--- src/rtl/reset_seq_pkg.sv ---
// Shared types and sizing helpers for the staged reset sequencer.
package reset_seq_pkg;

    typedef enum logic [1:0] {
        ST_HOLD,
        ST_RELEASE,
        ST_RUN,
        ST_ACK
    } seq_state_e;

    // One counter serves both the hold window and the inter-stage gap.
    function automatic int cnt_width(input int hold_cycles, input int stage_delay);
        int m;
        m = (hold_cycles > stage_delay) ? hold_cycles : stage_delay;
        return $clog2(m + 1);
    endfunction

endpackage

--- src/rtl/sync_2ff.sv ---
// Two-flop synchronizer for a single asynchronous level, resets to 0.
module sync_2ff (
    input  logic clock,
    input  logic reset,
    input  logic d,
    output logic q
);

    logic meta_q, meta_d;
    logic sync_q, sync_d;

    always_comb begin
        meta_d = d;
        sync_d = meta_q;
    end

    always_ff @(posedge clock or posedge reset) begin
        if (reset) begin
            meta_q <= 1'b0;
            sync_q <= 1'b0;
        end else begin
            meta_q <= meta_d;
            sync_q <= sync_d;
        end
    end

    assign q = sync_q;

endmodule

--- src/rtl/reset_sequencer.sv ---
// Staged reset release controller: holds all domain resets until PLL lock is
// stable, then releases them in index order; re-sequences on lock loss or soft request.
module reset_sequencer
    import reset_seq_pkg::*;
#(
    parameter int NUM_STAGES  = 4,
    parameter int HOLD_CYCLES = 16,
    parameter int STAGE_DELAY = 8
) (
    input  logic                  clock,
    input  logic                  reset,
    input  logic                  pll_lock,
    input  logic                  soft_req,
    output logic                  soft_ack,
    output logic [NUM_STAGES-1:0] stage_rst_n,
    output logic                  all_released,
    output logic                  busy
);

    localparam int CW = cnt_width(HOLD_CYCLES, STAGE_DELAY);
    localparam int IW = $clog2(NUM_STAGES + 1);
    localparam logic [CW-1:0] HOLD_LAST  = CW'(HOLD_CYCLES - 1);
    localparam logic [CW-1:0] DELAY_LAST = CW'(STAGE_DELAY - 1);
    localparam logic [IW-1:0] IDX_FULL   = IW'(NUM_STAGES);

    seq_state_e    state_q, state_d;
    logic [CW-1:0] cnt_q, cnt_d;
    logic [IW-1:0] idx_q, idx_d;
    logic          pending_q, pending_d;
    logic          lock_sync;
    logic          advance;
    logic [IW-1:0] idx_inc;

    sync_2ff u_lock_sync (
        .clock (clock),
        .reset (reset),
        .d     (pll_lock),
        .q     (lock_sync)
    );

    always_comb begin
        state_d   = state_q;
        cnt_d     = cnt_q;
        idx_d     = idx_q;
        pending_d = pending_q;
        advance   = 1'b0;
        idx_inc   = idx_q + IW'(1);

        case (state_q)
            ST_HOLD: begin
                idx_d = '0;
                if (!lock_sync)
                    cnt_d = '0;
                else if (cnt_q == HOLD_LAST)
                    advance = 1'b1;
                else
                    cnt_d = cnt_q + CW'(1);
            end
            ST_RELEASE: begin
                if (!lock_sync) begin
                    state_d = ST_HOLD;
                    cnt_d   = '0;
                    idx_d   = '0;
                end else if (cnt_q == DELAY_LAST) begin
                    advance = 1'b1;
                end else begin
                    cnt_d = cnt_q + CW'(1);
                end
            end
            ST_RUN: begin
                // A request coinciding with lock loss is remembered so it is still acked.
                if (!lock_sync || soft_req) begin
                    state_d = ST_HOLD;
                    cnt_d   = '0;
                    idx_d   = '0;
                    if (soft_req)
                        pending_d = 1'b1;
                end
            end
            ST_ACK: begin
                if (!lock_sync) begin
                    state_d = ST_HOLD;
                    cnt_d   = '0;
                    idx_d   = '0;
                end else if (!soft_req) begin
                    pending_d = 1'b0;
                    state_d   = ST_RUN;
                end
            end
            default: begin
                state_d = ST_HOLD;
                cnt_d   = '0;
                idx_d   = '0;
            end
        endcase

        if (advance) begin
            cnt_d = '0;
            idx_d = idx_inc;
            if (idx_inc == IDX_FULL)
                state_d = pending_q ? ST_ACK : ST_RUN;
            else
                state_d = ST_RELEASE;
        end
    end

    always_ff @(posedge clock or posedge reset) begin
        if (reset) begin
            state_q   <= ST_HOLD;
            cnt_q     <= '0;
            idx_q     <= '0;
            pending_q <= 1'b0;
        end else begin
            state_q   <= state_d;
            cnt_q     <= cnt_d;
            idx_q     <= idx_d;
            pending_q <= pending_d;
        end
    end

    // Thermometer decode: stage k is out of reset once k stages precede the index.
    for (genvar k = 0; k < NUM_STAGES; k++) begin : g_stage
        assign stage_rst_n[k] = (idx_q > IW'(k));
    end

    assign all_released = (idx_q == IDX_FULL);
    assign busy         = (state_q == ST_HOLD) || (state_q == ST_RELEASE);
    assign soft_ack     = (state_q == ST_ACK);

endmodule

--- config.mk ---
export PLATFORM = sky130hd
export DESIGN_NAME = reset_sequencer
export DESIGN_NICKNAME = d
export VERILOG_FILES = /design/src/rtl/reset_seq_pkg.sv /design/src/rtl/sync_2ff.sv /design/src/rtl/reset_sequencer.sv
export SDC_FILE = /design/constraint.sdc
export NUM_CORES = 1
export LEC_CHECK = 0
export ABC_CLOCK_PERIOD_IN_PS = 2200
export CORE_UTILIZATION = 51
export CTS_BUF_LIST = sky130_fd_sc_hd__clkbuf_4
export CTS_CLUSTER_DIAMETER = 120
export DETAILED_ROUTE_END_ITERATION = 12
export GPL_TIMING_DRIVEN = 0
export PLACE_DENSITY = 0.87
export SYNTH_ARGS = -nofsm -noshare
export SYNTH_HDL_FRONTEND = slang
export SYNTH_SLANG_ARGS = --single-unit
--- constraint.sdc ---
create_clock -name clock -period 2.2 [get_ports clock]
set_input_delay 0.44 -clock clock [delete_from_list [all_inputs] [get_ports clock]]
set_output_delay 0.44 -clock clock [all_outputs]
set_load 0.02 [all_outputs]
-- After elaboration in Yosys (flattened, before gate mapping)
Cells that the tools add are included.
- reduce and logical (&&, ||, !) cells: 11
- order comparisons: 4
- add/sub/neg operators: 2
- mux-type cells: 30
- equal/unequal tests: 18
- operators with widths (operator ; number):
    5-bit two-way mux ; 7
    5-bit one-hot mux with 4 select lines ; 1
    2-bit two-way mux ; 6
    3-bit != test (second input constant) ; 4
    4-bit != test (second input constant) ; 3
    1-bit two-way mux ; 9
    3-bit two-way mux ; 3
    3-bit one-hot mux with 3 select lines ; 1
    4-bit AND reduction ; 2
    3-bit == test (second input constant) ; 2
    3-bit by 1-bit greater-than comparator with 1-bit output (second input constant) ; 2
    3-bit by 2-bit greater-than comparator with 1-bit output (second input constant) ; 2
    2-bit != test (second input constant) ; 3
    2-bit one-hot mux with 3 select lines ; 1
    5-bit by 1-bit adder with 5-bit output (second input constant) ; 1
    5-bit by 3-bit == test with 1-bit output (second input constant) ; 1
    5-bit by 4-bit == test with 1-bit output (second input constant) ; 1
    5-bit AND reduction ; 1
    2-bit == test (second input constant) ; 2
    1-bit one-hot mux with 2 select lines ; 2
    4-bit nonzero test ; 1
    3-bit by 1-bit adder with 3-bit output (second input constant) ; 1
    2-bit by 1-bit == test with 1-bit output (second input constant) ; 1
    2-bit logical NOT ; 1
    other kinds (6) ; 7
- register bits: 13
- logic and storage cells: 71
- output and inout bits: 7

-- Depth between registers and ports, before layout
- depth after elaboration: 6
- gate-level depth with buffers: 7
- depth with buffers taken out: 7

-- Modules after synthesis
Synthesis repeated with hierarchy kept, for this count alone.
- cell total of the unflattened synthesis: 89
- area total of the unflattened synthesis: 863.3 um^2
- modules (own cells, without submodules) (module ; instances ; area each (um^2) ; cells each):
    reset_sequencer ; 1 ; 809.5 ; 86
    sync_2ff ; 1 ; 53.8 ; 3

-- Least setup slack after synthesis
Ideal clock, no wire load.
- kind: register to register
- start point: register cnt_q[0]
- end point: register cnt_q[4]
- stages on the path, launching flop included: 8
- buffers on the path: 0
- arrival: 1926 ps
- slack: 197 ps
- library setup time: 76 ps
- cell sequence: dfrtp_1 -> ha_1 -> and3_1 -> ha_1 -> and2_1 -> o31ai_4 -> or4b_1 -> o21ai_1
- longest elaborated chain between the ends: 6
- elaborated cells between the ends (all ways): 19
- classes of those cells: add/sub: 1; eq/ne: 6; mux: 11; reduce/logical: 1
- RTL lines (what ; RTL line ; source):
    start: declaration ; reset_sequencer.sv:27 ; logic [CW-1:0] cnt_q, cnt_d;
    start signal: assignment ; reset_sequencer.sv:115 ; cnt_q <= cnt_d;
    parallel branches: the longest is 6 deep, another holds 5-bit by 1-bit adder with 5-bit output ; n/a ;
Parallel ways; which one is timed is not known. The select of a mux whose other input is x is not followed.
A chain may end at the register's enable or synchronous reset.

-- Worst setup path in the final report
- start point: register cnt_q[1]
- end point: register cnt_q[4]
Same word-level chain as after synthesis.

==> impl_results.md <==
- Final Setup Violations: 0
- Max-cap viol count: 0
- # H-tree levels: 1
- Die Y-Extent: 44.55 um
- Average size of a mapped cell: 9.720 um2
- Hold Crit Class: reg2reg
- Setup TNS: 0 ns
- Initial drt markers: 17
- P_leak: 0.5779 nW
- Number of port buffers: 10
- RR Startpoint: cnt_q[1]
- Yosys cell types: 35
- Via density: 5.460
- Core area: 1708 um2
- Site row count: 15
- Synth-to-layout area growth: 20.87%
- Clk root buf: clkbuf_4
- Hold buffer count at CTS: 0
- Most numerous cell in the Yosys netlist: inv_1
- Num CTS Buffers: 3
- Power per cell area: 588.8 nW/um2
- I/O pins: 11
- Initial antenna violation count: 0
- Synth Instances: 95
- Critical path class: reg2reg
- CP required: 2.40 ns
- First-pass GRT wire length: 2628 um
- Max Clk Rate: 470.5 MHz
- Number of global-route vias before repair: 617
- Die X: 44.55 um
- Worst slew pin tran: 0.5017 ns
- Final worst path period need: 2.126 ns
- Routed vias: 748
- Top cells by count, synth: inv_1 (17), dfrtp_1 (13), ha_1 (12), nand3_1 (6), nand2_1 (5)
- Hold Path End: u_lock_sync.q
- Synth Register Bits: 13
- Synth Flop Type: dfrtp_1
- CTS Buffer Depth: 2
- Worst relative slew slack: roughly two thirds
- Final Wtd Congestion: 0.8569
- Total GRT Usage: approximately 18%
- Post-synth EDFFs: 0
- Hold Crit Depth: 0
- Residual DRC: 0
- Layout cells sized above 1: 16.07%
- WP data arrival: 2.32 ns
- Clk sinks: 13
- Die footprint: ~2000 um2
- Cell accounting for the most synthesized area: dfrtp_1
- Fin crit share: 96.62%
- Yosys warns: 0
- Post-synth ARST share: 100.0%
- Routed wire length: 1761 um
- Crit path max fanout: 4
- Hold path start: u_lock_sync.meta_q
- N_diodes: 0
- Worst VDD drop: around 0.40 mV
- Starting Density: 54.07%
- Synth Net Count: 111
- Clk slew on worst S/H paths: 0.08 ns
- Final hold vios: 0
- Reg-to-Reg End: cnt_q[4]
- Yosys top cell area share: 35.23%
- Routed wire per std cell: around 13 um
- Remaining antenna violation count: 0
- Element type at the critical path end: flip-flop
- Crit start category: flip-flop
- CTS tree: built
- Worst reg2reg path depth: 7
- Area contributors post-synth: dfrtp_1 (35%), ha_1 (16%), inv_1 (6.9%)
- Clock Latency Late Sink: between 0.2 and 0.3 ns
- DPL Wire Length: 1265 um
- Skew final: 0.002951 ns
- Total congestion overflow: 0
- Worst Hold Slack: 0.3620 ns
- Pin count of the biggest net entering global routing: 14
- Fillers: about 130
- Nets: 129
- Register area share after synthesis: 35.23%
- Netlist Area Pre-Place: 923.4 um2
- Slew Limit Fails: 0
- Status: finished clean
- DRT Pass-1 Iters: 4
- R2R setup slack: 0.07 ns
[cell usage in the layout, fill, tap and decap left out, types with 3 or more instances in the layout]
cell type / instances
inv_1: 17
clkdlybuf4s50_1: 6
dfrtp_1: 12
nor2_1: 3
o21ai_0: 4
buf_4: 3
nand3_1: 6
clkbuf_4: 4
nand2_1: 5
ha_1: 10
and2_1: 3
[worst max path at each step]
stage | endpoint | from
final | cnt_q[4] | cnt_q[1]
after global routing | cnt_q[4] | cnt_q[1]
after CTS | stage_rst_n[2] | idx_q[0]
after floorplan | cnt_q[4] | cnt_q[0]
after global placement | cnt_q[4] | cnt_q[0]
after detailed placement | cnt_q[4] | cnt_q[0]
[area by class of cell]
| class | count | area, um2 | area share (%) |
|---|---|---|---|
| inverter | 17 | 63.81 | 5.717 |
| sequential | 13 | 326.6 | 29.26 |
| multi-input combinational | 64 | 528.0 | 47.31 |
| timing repair buffer | 13 | 125.1 | 11.21 |
| buffer | 1 | 11.26 | 1.009 |
| clock buffer | 4 | 30.03 | 2.691 |
| tap | 25 | 31.28 | 2.803 |
[where the power goes]
group          total (mW)  internal, mW  switching (mW)
clock               0.158        0.0824          0.0756
combinational       0.209         0.100           0.109
sequential          0.290         0.265          0.0253
total               0.657         0.447           0.210
[metal layers]
layer  part of all wire, %  up-vias  global-route usage [%]
met5                     0        -                       0
li1                      -      368                       -
met1                    46      360                   24.42
met3                   2.9        2                   3.673
met2                    50       18                   28.82
met4                  0.74        0                   5.455
[kinds of logic (layout without fill, tap and decap cells)]
group | Yosys count | in the layout | synth area share, %
and+or+nand+nor | 26 | 26 | 16.81
AOI/OAI and AO/OA | 23 | 23 | 20.05
buffers and inverters | 18 | 35 | 8.130
DFF | 13 | 13 | 35.23
adders and majority gates | 12 | 12 | 16.26
muxes | 3 | 3 | 3.523
[worst max-delay path: stages (launching register included)]
cell	delay, ns
dfrtp_1	0.41
ha_2	0.21
and3_1	0.18
ha_1	0.21
and2_1	0.19
o31ai_4	0.32
or4b_1	0.45
o21ai_1	0.09
[state kept, by name (all words and copies together), names as in the netlist]
signal and count:
pending_q 1, u_lock_sync.meta_q 1, cnt_q 5, u_lock_sync.q 1, state_q 2, idx_q 3
[per-stage QoR]
step	util, %	total power [mW]	worst slack [ns]	instances	instance area (um2)
after detailed placement	61.76	0.4892	0.06621	130	1055
final	65.35	0.6571	0.07447	137	1116
after global placement	61.76	0.4793	0.08473	130	1055
after CTS	63.37	0.6433	0.008966	134	1082
after global routing	65.35	0.7044	-0.02868	137	1116
after floorplan	-	0.4350	0.1972	95	923.4
[timing repair]
item | in CTS | in global routing
setup endpoints to repair | 2 | 6
pin swaps | 0 | 2
hold endpoints to repair | 0 | 0
resized for setup | 2 | 6
cloned | 0 | 0
setup buffers | 0 | 3
Power figures use the tool's default switching activity.
